$ cat config.mk
export PLATFORM = sky130hd
export DESIGN_NAME = mac_result_collector
export DESIGN_NICKNAME = d
export VERILOG_FILES = /design/src/rtl/mac_result_collector.sv
export SDC_FILE = /design/constraint.sdc
export NUM_CORES = 2
export LEC_CHECK = 0
export ABC_AREA = 0
export BUFFER_PORTS_ARGS = -buffer_cell sky130_fd_sc_hd__buf_2
export CORE_UTILIZATION = 30
export DETAILED_ROUTE_END_ITERATION = 7
export REMOVE_ABC_BUFFERS = 1
export SYNTH_ARGS = -nofsm -noshare
export SYNTH_HDL_FRONTEND = slang
export SYNTH_SLANG_ARGS = --single-unit
$ cat constraint.sdc
create_clock -name clk -period 6.85 [get_ports clk]
set_clock_uncertainty 0.1 [all_clocks]
set_input_delay 1.37 -clock clk [delete_from_list [all_inputs] [get_ports clk]]
set_output_delay 1.37 -clock clk [all_outputs]
set_load 0.005 [all_outputs]
$ cat src/rtl/mac_result_collector.sv
// mac_result_collector: accumulates mac_array result beats over several
// input-channel passes, requantises Q4.28 -> Q2.14 and streams ofmap words.
module mac_result_collector #(
   parameter int NUM_MACS   = 16,
   parameter int RES_W      = 36,
   parameter int ACC_W      = 44,
   parameter int OUT_W      = 16,
   parameter int FRAC_SHIFT = 14,
   parameter int CH_W       = 7
) (
   input  logic                      clk,
   input  logic                      rst_n,
   input  logic                      start,
   input  logic [CH_W-1:0]           cfg_num_ch,
   input  logic                      cfg_mode,
   input  logic                      cfg_relu,
   input  logic                      in_valid,
   output logic                      in_ready,
   input  logic [NUM_MACS*RES_W-1:0] in_data,
   output logic                      out_valid,
   input  logic                      out_ready,
   output logic [OUT_W-1:0]          out_data,
   output logic [3:0]                out_idx,
   output logic                      out_last,
   output logic                      busy,
   output logic                      done
);

   localparam int SUM_W = RES_W + 4;
   localparam int EXT_W = ACC_W + 1;
   localparam logic [3:0] LAST_LANE = 4'(NUM_MACS - 1);
   localparam logic signed [EXT_W-1:0] RND =
      EXT_W'(1) << (FRAC_SHIFT - 1);

   typedef enum logic [1:0] {IDLE, ACCUM, DRAIN} state_t;

   state_t state_q, state_d;

   logic signed [ACC_W-1:0] acc_q [NUM_MACS];
   logic signed [ACC_W-1:0] acc_d [NUM_MACS];
   logic [CH_W-1:0]  pass_q, pass_d;
   logic [CH_W-1:0]  nch_q, nch_d;
   logic             mode_q, mode_d;
   logic             relu_q, relu_d;
   logic [3:0]       ld_idx_q, ld_idx_d;
   logic             all_ld_q, all_ld_d;
   logic             out_valid_q, out_valid_d;
   logic [OUT_W-1:0] out_data_q, out_data_d;
   logic [3:0]       out_idx_q, out_idx_d;
   logic             out_last_q, out_last_d;
   logic             done_q, done_d;

   logic signed [SUM_W-1:0] lane_sum;
   logic [CH_W:0]           target;
   logic                    final_beat;
   logic                    out_hs;
   logic [3:0]              last_lane;

   // Clamp a one-bit-wider sum back into the accumulator range.
   function automatic logic signed [ACC_W-1:0] sat_acc(
      input logic signed [EXT_W-1:0] x);
      logic signed [ACC_W-1:0] r;
      if (x[EXT_W-1] != x[EXT_W-2])
         r = x[EXT_W-1] ? {1'b1, {(ACC_W-1){1'b0}}}
                        : {1'b0, {(ACC_W-1){1'b1}}};
      else
         r = x[ACC_W-1:0];
      return r;
   endfunction

   function automatic logic signed [EXT_W-1:0] lane_ext(
      input logic [RES_W-1:0] l);
      return {{(EXT_W-RES_W){l[RES_W-1]}}, l};
   endfunction

   // Round half-up, optional ReLU, then saturate to Q2.14.
   function automatic logic [OUT_W-1:0] requant(
      input logic signed [ACC_W-1:0] a,
      input logic                    relu);
      logic signed [EXT_W-1:0] t;
      logic [EXT_W-OUT_W:0]    hi;
      logic [OUT_W-1:0]        r;
      t = {a[ACC_W-1], a} + RND;
      t = t >>> FRAC_SHIFT;
      if (relu && t[EXT_W-1])
         t = '0;
      hi = t[EXT_W-1:OUT_W-1];
      if ((&hi) || !(|hi))
         r = t[OUT_W-1:0];
      else if (t[EXT_W-1])
         r = {1'b1, {(OUT_W-1){1'b0}}};
      else
         r = {1'b0, {(OUT_W-1){1'b1}}};
      return r;
   endfunction

   // Cross-lane reduction used by the single-output mode.
   always_comb begin
      lane_sum = '0;
      for (int i = 0; i < NUM_MACS; i++)
         lane_sum = lane_sum +
            {{(SUM_W-RES_W){in_data[i*RES_W+RES_W-1]}},
             in_data[i*RES_W +: RES_W]};
   end

   assign target = (nch_q == '0) ? (CH_W+1)'(1) : {1'b0, nch_q};
   assign final_beat = ({1'b0, pass_q} + (CH_W+1)'(1)) == target;
   assign last_lane = mode_q ? 4'd0 : LAST_LANE;
   assign out_hs = out_valid_q && out_ready;

   // Next-state, accumulate and output-stage load logic.
   always_comb begin
      state_d     = state_q;
      pass_d      = pass_q;
      nch_d       = nch_q;
      mode_d      = mode_q;
      relu_d      = relu_q;
      acc_d       = acc_q;
      ld_idx_d    = ld_idx_q;
      all_ld_d    = all_ld_q;
      out_valid_d = out_valid_q;
      out_data_d  = out_data_q;
      out_idx_d   = out_idx_q;
      out_last_d  = out_last_q;
      done_d      = 1'b0;
      unique case (state_q)
         IDLE: begin
            if (start) begin
               nch_d  = cfg_num_ch;
               mode_d = cfg_mode;
               relu_d = cfg_relu;
               pass_d = '0;
               for (int i = 0; i < NUM_MACS; i++)
                  acc_d[i] = '0;
               state_d = ACCUM;
            end
         end
         ACCUM: begin
            if (in_valid) begin
               if (mode_q) begin
                  acc_d[0] = sat_acc({acc_q[0][ACC_W-1], acc_q[0]} +
                     {{(EXT_W-SUM_W){lane_sum[SUM_W-1]}}, lane_sum});
               end else begin
                  for (int i = 0; i < NUM_MACS; i++)
                     acc_d[i] = sat_acc({acc_q[i][ACC_W-1], acc_q[i]} +
                        lane_ext(in_data[i*RES_W +: RES_W]));
               end
               pass_d = pass_q + CH_W'(1);
               if (final_beat) begin
                  state_d  = DRAIN;
                  ld_idx_d = '0;
                  all_ld_d = 1'b0;
               end
            end
         end
         DRAIN: begin
            if (out_hs && out_last_q) begin
               out_valid_d = 1'b0;
               done_d      = 1'b1;
               state_d     = IDLE;
            end else if ((!out_valid_q || out_ready) && !all_ld_q) begin
               out_valid_d = 1'b1;
               out_data_d  = requant(acc_q[ld_idx_q], relu_q);
               out_idx_d   = ld_idx_q;
               out_last_d  = (ld_idx_q == last_lane);
               all_ld_d    = (ld_idx_q == last_lane);
               ld_idx_d    = ld_idx_q + 4'd1;
            end else if (out_hs) begin
               out_valid_d = 1'b0;
            end
         end
         default: state_d = IDLE;
      endcase
   end

   // FSM state register.
   always_ff @(posedge clk or negedge rst_n) begin
      if (!rst_n)
         state_q <= IDLE;
      else
         state_q <= state_d;
   end

   // Accumulators, job config and registered output stage.
   always_ff @(posedge clk or negedge rst_n) begin
      if (!rst_n) begin
         for (int i = 0; i < NUM_MACS; i++)
            acc_q[i] <= '0;
         pass_q      <= '0;
         nch_q       <= '0;
         mode_q      <= 1'b0;
         relu_q      <= 1'b0;
         ld_idx_q    <= '0;
         all_ld_q    <= 1'b0;
         out_valid_q <= 1'b0;
         out_data_q  <= '0;
         out_idx_q   <= '0;
         out_last_q  <= 1'b0;
         done_q      <= 1'b0;
      end else begin
         acc_q       <= acc_d;
         pass_q      <= pass_d;
         nch_q       <= nch_d;
         mode_q      <= mode_d;
         relu_q      <= relu_d;
         ld_idx_q    <= ld_idx_d;
         all_ld_q    <= all_ld_d;
         out_valid_q <= out_valid_d;
         out_data_q  <= out_data_d;
         out_idx_q   <= out_idx_d;
         out_last_q  <= out_last_d;
         done_q      <= done_d;
      end
   end

   assign in_ready  = (state_q == ACCUM);
   assign busy      = (state_q != IDLE);
   assign out_valid = out_valid_q;
   assign out_data  = out_data_q;
   assign out_idx   = out_idx_q;
   assign out_last  = out_last_q;
   assign done      = done_q;

endmodule
# Yosys cells after proc, flatten, opt, wreduce, memory -nomap -nowiden
# Cells that the tools add are included.
totals:
  register_bits: 750
  latch_bits: 0
  mem_bits_rw: 0
  romBits: 0
  input_bits: 590
  out_inout_bits: 25
  mem_count: 0
op_classes:
  addsub: 36
  multipliers: 0
  n_div: 0
  order_cmp: 1
  eq_ne: 28
  shifts: 0
  mux: 73
  n_bitwise: 2
  n_reduce_logical: 24
op_table:
  columns: ["operator", "n"]
  rows:
  - ["44-bit 2-to-1 mux", 37]
  - ["704-bit 2-to-1 mux", 2]
  - ["704-bit case mux with 2 select lines", 1]
  - ["44-bit by 36-bit adder with 45-bit output", 16]
  - ["660-bit 2-to-1 mux", 1]
  - ["40-bit adder", 11]
  - ["45-bit 2-to-1 mux", 4]
  - ["44-bit binary-select mux with 4-bit select", 1]
  - ["44-bit by 15-bit adder with 45-bit output, second input constant", 1]
  - ["44-bit by 40-bit adder with 45-bit output", 1]
  - ["39-bit by 36-bit adder with 40-bit output", 1]
  - ["38-bit by 36-bit adder with 39-bit output", 1]
  - ["37-bit by 36-bit adder with 38-bit output", 1]
  - ["36-bit by 36-bit adder with 37-bit output", 1]
  - ["16-bit 2-to-1 mux", 2]
  - ["30-bit AND reduction", 1]
  - ["30-bit OR reduction", 1]
  - ["7-bit 2-to-1 mux", 3]
  - ["4-bit 2-to-1 mux", 5]
  - ["1-bit != test", 17]
  - ["7-bit case mux with 2 select lines", 1]
  - ["2-bit != test, second input constant", 6]
  - ["1-bit 2-to-1 mux", 9]
  - ["7-bit by 1-bit adder with 8-bit output, second input constant", 1]
  - ["other kinds (25)", 39]

# Depth between registers and ports, before layout
depth:
  word_depth: 21
  ltp_mapped: 38
  mapped_depth_nobuf: 36

# Least setup slack after synthesis
# Ideal clock, no wire load.
synth_path:
  path_type: "in2reg"
  startpoint: "input in_data[434]"
  endpoint: "register acc_q[702] (netlist name)"
  t_arrival_ps: 9392
  t_required_ps: 6628
  slack_ps: -2763
  stages: 32
  n_path_buf: 1
  cell_sequence: "inv_1 -> fa_1 -> fa_1 -> inv_1 -> fa_1 -> fa_1 -> inv_1 -> fa_1 -> fa_1 -> inv_1 -> ha_1 -> fa_1 -> a211oi_1 -> nor3_1 -> o32ai_1 -> o31ai_1 -> nor3_1 -> nor2_1 -> xor2_1 -> ha_1 -> nand4_1 -> nor4_1 -> nand2_1 -> o22ai_1 -> nor3_1 -> o31ai_1 -> a31oi_1 -> xnor2_1 -> a21oi_2 -> buf_2 -> a21bo_1 -> a32o_1"
synth_via:
  elab_chain_len: 10
  word_cells_on_any_way: 11
synth_lines:
  columns: ["item", "line_no", "text"]
  rows:
  - ["start: declaration", "19", "input logic [NUM_MACS*RES_W-1:0] in_data,"]
  - ["40-bit adder * (4 in series)", "101", "lane_sum = lane_sum +"]
  - ["44-bit by 40-bit adder with 45-bit output *", "141", "acc_d[0] = sat_acc({acc_q[0][ACC_W-1], acc_q[0]} +"]
  - ["44-bit 2-to-1 mux / 1-bit != test (equally long branches)", "64, 63", null]
  - ["44-bit 2-to-1 mux *", "63", "if (x[EXT_W-1] != x[EXT_W-2])"]
  - ["44-bit 2-to-1 mux *", "140", "if (mode_q) begin"]
  - ["704-bit 2-to-1 mux *", "139", "if (in_valid) begin"]
  - ["704-bit case mux with 2 select lines *", "126", "unique case (state_q)"]
  - ["end signal: indexed assignment", "188", "acc_q[i] <= '0;"]
  - ["end signal: assignment", "201", "acc_q <= acc_d;"]
  - ["end: declaration", "39", "logic signed [ACC_W-1:0] acc_q [NUM_MACS];"]
# Every way passes the cells marked *; elsewhere a longest branch is shown, timed or not. The select of a mux whose other input is x is not followed.
# A chain may end at the register's enable or synchronous reset.

# Worst setup path in the final report
layout_path:
  startpoint: "input in_data[398]"
  endpoint: "register acc_q[691] (netlist name)"
layout_via:
  elab_chain_len: 11
  word_cells_on_any_way: 12
layout_lines:
  columns: ["item", "line_no"]
  rows:
  - ["40-bit adder * (5 in series)", "101"]
  - ["44-bit by 40-bit adder with 45-bit output *", "141"]
  - ["44-bit 2-to-1 mux / 1-bit != test (equally long branches)", "64, 63"]
  - ["44-bit 2-to-1 mux *", "63"]
  - ["44-bit 2-to-1 mux *", "140"]
  - ["704-bit 2-to-1 mux *", "139"]
  - ["704-bit case mux with 2 select lines *", "126"]
# Marked as above.

==> results.json <==
{
  "vias": 85100,
  "r2r_slack_ns": 1.31,
  "fp.dieH_um": 541,
  "synth_edf_count": 0,
  "initialDrtViolationCount": 8291,
  "firstDrtPassIters": 6,
  "grt-ovfl-total": 0,
  "slew_violations": 0,
  "portBuffers": 614,
  "cts_tree": "yes",
  "synthTopCellsByArea": "dfrtp_1, fa_1, ha_1, o21ai_0, nand2_1",
  "drc": 0,
  "synth.distinct_cells": 112,
  "final_nets": 13600,
  "clk_pin_slew_ns": 0.06,
  "place_congestion": 0.994,
  "relSlewSlack_pct": 33.0,
  "timing.rr.start": "ld_idx_q[3]$_DFFE_PN0P_",
  "timing.critical_path.buf_inv": 11,
  "critPathArrivalTime_ns": 9.65,
  "layout-area-overhead-vs-synth_pct": 22.2,
  "clock_path_buffers": 3,
  "ff2ff_path_depth": 13,
  "core_mm2": 0.289,
  "dp_hpwl_um": 321000,
  "required_ns": 7.44,
  "rows": 197,
  "hold_path_depth": 2,
  "critPathMostFrequentCell": "fa_1",
  "htreeDepth": 3,
  "synth_common_cells": "nand2_1, o21ai_0, nor2_1, inv_1, ha_1",
  "fmax_mhz": 110,
  "stdcell_count": 15800,
  "numCtsBuffers": 104,
  "synth_top_area_cell": "dfrtp_1",
  "yosys_warnings": 0,
  "crit_path_max_incr_delay_ns": 0.63,
  "die_area_mm2": 0.293,
  "final.setup.worst_slack_ns": -2.20,
  "tightest_slew_ns": 0.980,
  "initial_core_util_pct": 30.2,
  "avgSynthCellArea_um2": 8.44,
  "synth_top_area_share_pct": 21.5,
  "route.final.wire_length_um": 383000,
  "grt_pass1_vias": 79800,
  "rsz0062_at_grt": "yes",
  "synthCells": 10300,
  "avgViaCountPerCell": 5.40,
  "clock_sinks": 750,
  "crit_type": "input port to flip-flop",
  "die_x_um": 541,
  "end_kind": "flip-flop",
  "clkLatencyLatePin_ns": 0.80,
  "async_flop_share_pct": 100,
  "grt_max_degree": 172,
  "hold_viol": 0,
  "setup_violations": 44,
  "synth_ff_type": "dfrtp_1",
  "ioPinCount": 615,
  "layout-drive-gt1-share_pct": 18.0,
  "gr-usage-all-layers_pct": 25.5,
  "ant_nets": 0,
  "path_depth": 38,
  "cts_root_buf": "clkbuf_16",
  "seq_area_frac_synth_pct": 21.5,
  "antenna_found_initial": 208,
  "drv_cap": 0,
  "critPathTopFamily": "adder cells",
  "worst_setup_path_start_kind": "input port",
  "r2r-end": "out_data[6]$_DFFE_PN0P_",
  "outcome": "finished with violations",
  "syn-cell-area_mm2": 0.0872,
  "hold_end": "out_idx[2]$_DFFE_PN0P_",
  "yosysMostFrequentCell": "nand2_1",
  "cp_max_fo": 5,
  "place_inst": 15500,
  "violations": "negative setup slack",
  "slowest_stage": "fa_2",
  "cts_hold_buf": 0,
  "post-route-period-util_pct": 132,
  "hold_start": "out_idx[2]$_DFFE_PN0P_",
  "worstHoldPathType": "flip-flop to flip-flop",
  "fill_cells": 29900,
  "ys_ff_latch": 750,
  "timing.setup.tns_ns": -94.70,
  "post_drt_wl_per_cell_um": 24.3,
  "min_period_ns": 9.05,
  "grt_pass1_wl_um": 547000
}
-- how the worst max path moves through the flow --
stage	start	slack, ns	end
floorplan	in_valid	-6.08	acc_q[261]$_DFFE_PN0P_
global placement	in_data[434]	-3.69	acc_q[662]$_DFFE_PN0P_
detailed placement	in_data[434]	-3.75	acc_q[662]$_DFFE_PN0P_
CTS	in_data[2]	-2.15	acc_q[696]$_DFFE_PN0P_
global route	in_data[398]	-2.48	acc_q[684]$_DFFE_PN0P_
finish	in_data[398]	-2.20	acc_q[691]$_DFFE_PN0P_
-- metal layers --
layer  GRT usage (%)  part of all wire, %  vias to the layer above
li1                -                    -                    39400
met1            36.5                   45                    41400
met2            37.3                   41                     3610
met3            5.86                   10                      599
met4            8.28                  3.6                      108
met5               0                 0.18                        -
-- worst min-delay path: cells and delay by family, from the launching register on --
kind             cells  cell delay [ns]
flip-flops           1             0.34
AND/OR/NAND/NOR      2             0.10
-- metrics by stage --
step           util, %  instance area (um^2)  hold WS [ns]  setup WS [ns]
3_5_place_dp      35.2                102000         0.366          -3.75
5_1_grt           36.9                106000         0.401          -2.48
6_report          36.9                106000         0.377          -2.20
3_3_place_gp      35.2                102000         0.358          -3.69
4_1_cts           36.7                106000         0.381          -2.15
2_1_floorplan        -                 85700         0.350          -6.08
-- logic make-up after synthesis --
group                      synth area share [%]
adders and majority gates                  24.0
buffers and inverters                      5.44
DFF                                        21.5
AOI/OAI and AO/OA                          23.4
xor gates and xnor gates                   6.63
and+or+nand+nor                            15.3
muxes                                      3.79
-- placed cells by master (no fill, tap or decap), types with 121 or more instances in the layout --
cell,Yosys,layout
nand3_1,160,159
inv_1,864,849
dfrtp_1,750,748
o21ai_0,996,984
o21a_1,121,121
nand2_1,1089,1087
xor2_1,221,221
ha_1,826,820
buf_2,31,604
a21o_1,408,407
nor2_1,945,942
xnor2_1,439,435
fa_1,529,512
buf_4,7,920
a21oi_1,745,730
-- registers in the layout, indices dropped and copies added (netlist names) --
name and flops:
out_valid 1, relu_q 1, out_data 16, out_idx 4
out_last 1, done 1, mode_q 1, all_ld_q 1
nch_q 7, pass_q 7, state_q 2, ld_idx_q 4
acc_q 704
-- what timing repair did --
action,in CTS,in global routing
resized for setup,93,62
pin swaps,56,65
buffers inserted,12,10
cloned,3,3
endpoints found under the setup margin,44,44
-- area by class of cell --
| class | count | area [um^2] | area share (%) |
|---|---|---|---|
| clock inverter | 42 | 543 | 0.510 |
| timing repair buffer | 1610 | 11500 | 10.8 |
| multi-input combinational | 8368 | 64300 | 60.3 |
| antenna | 85 | 213 | 0.200 |
| inverter | 865 | 3250 | 3.06 |
| clock buffer | 151 | 3090 | 2.91 |
| sequential | 750 | 18800 | 17.6 |
| tap | 3880 | 4850 | 4.56 |
Power is not shown: default switching activity piles up to over one toggle a cycle in this logic, so the estimate is an artifact.
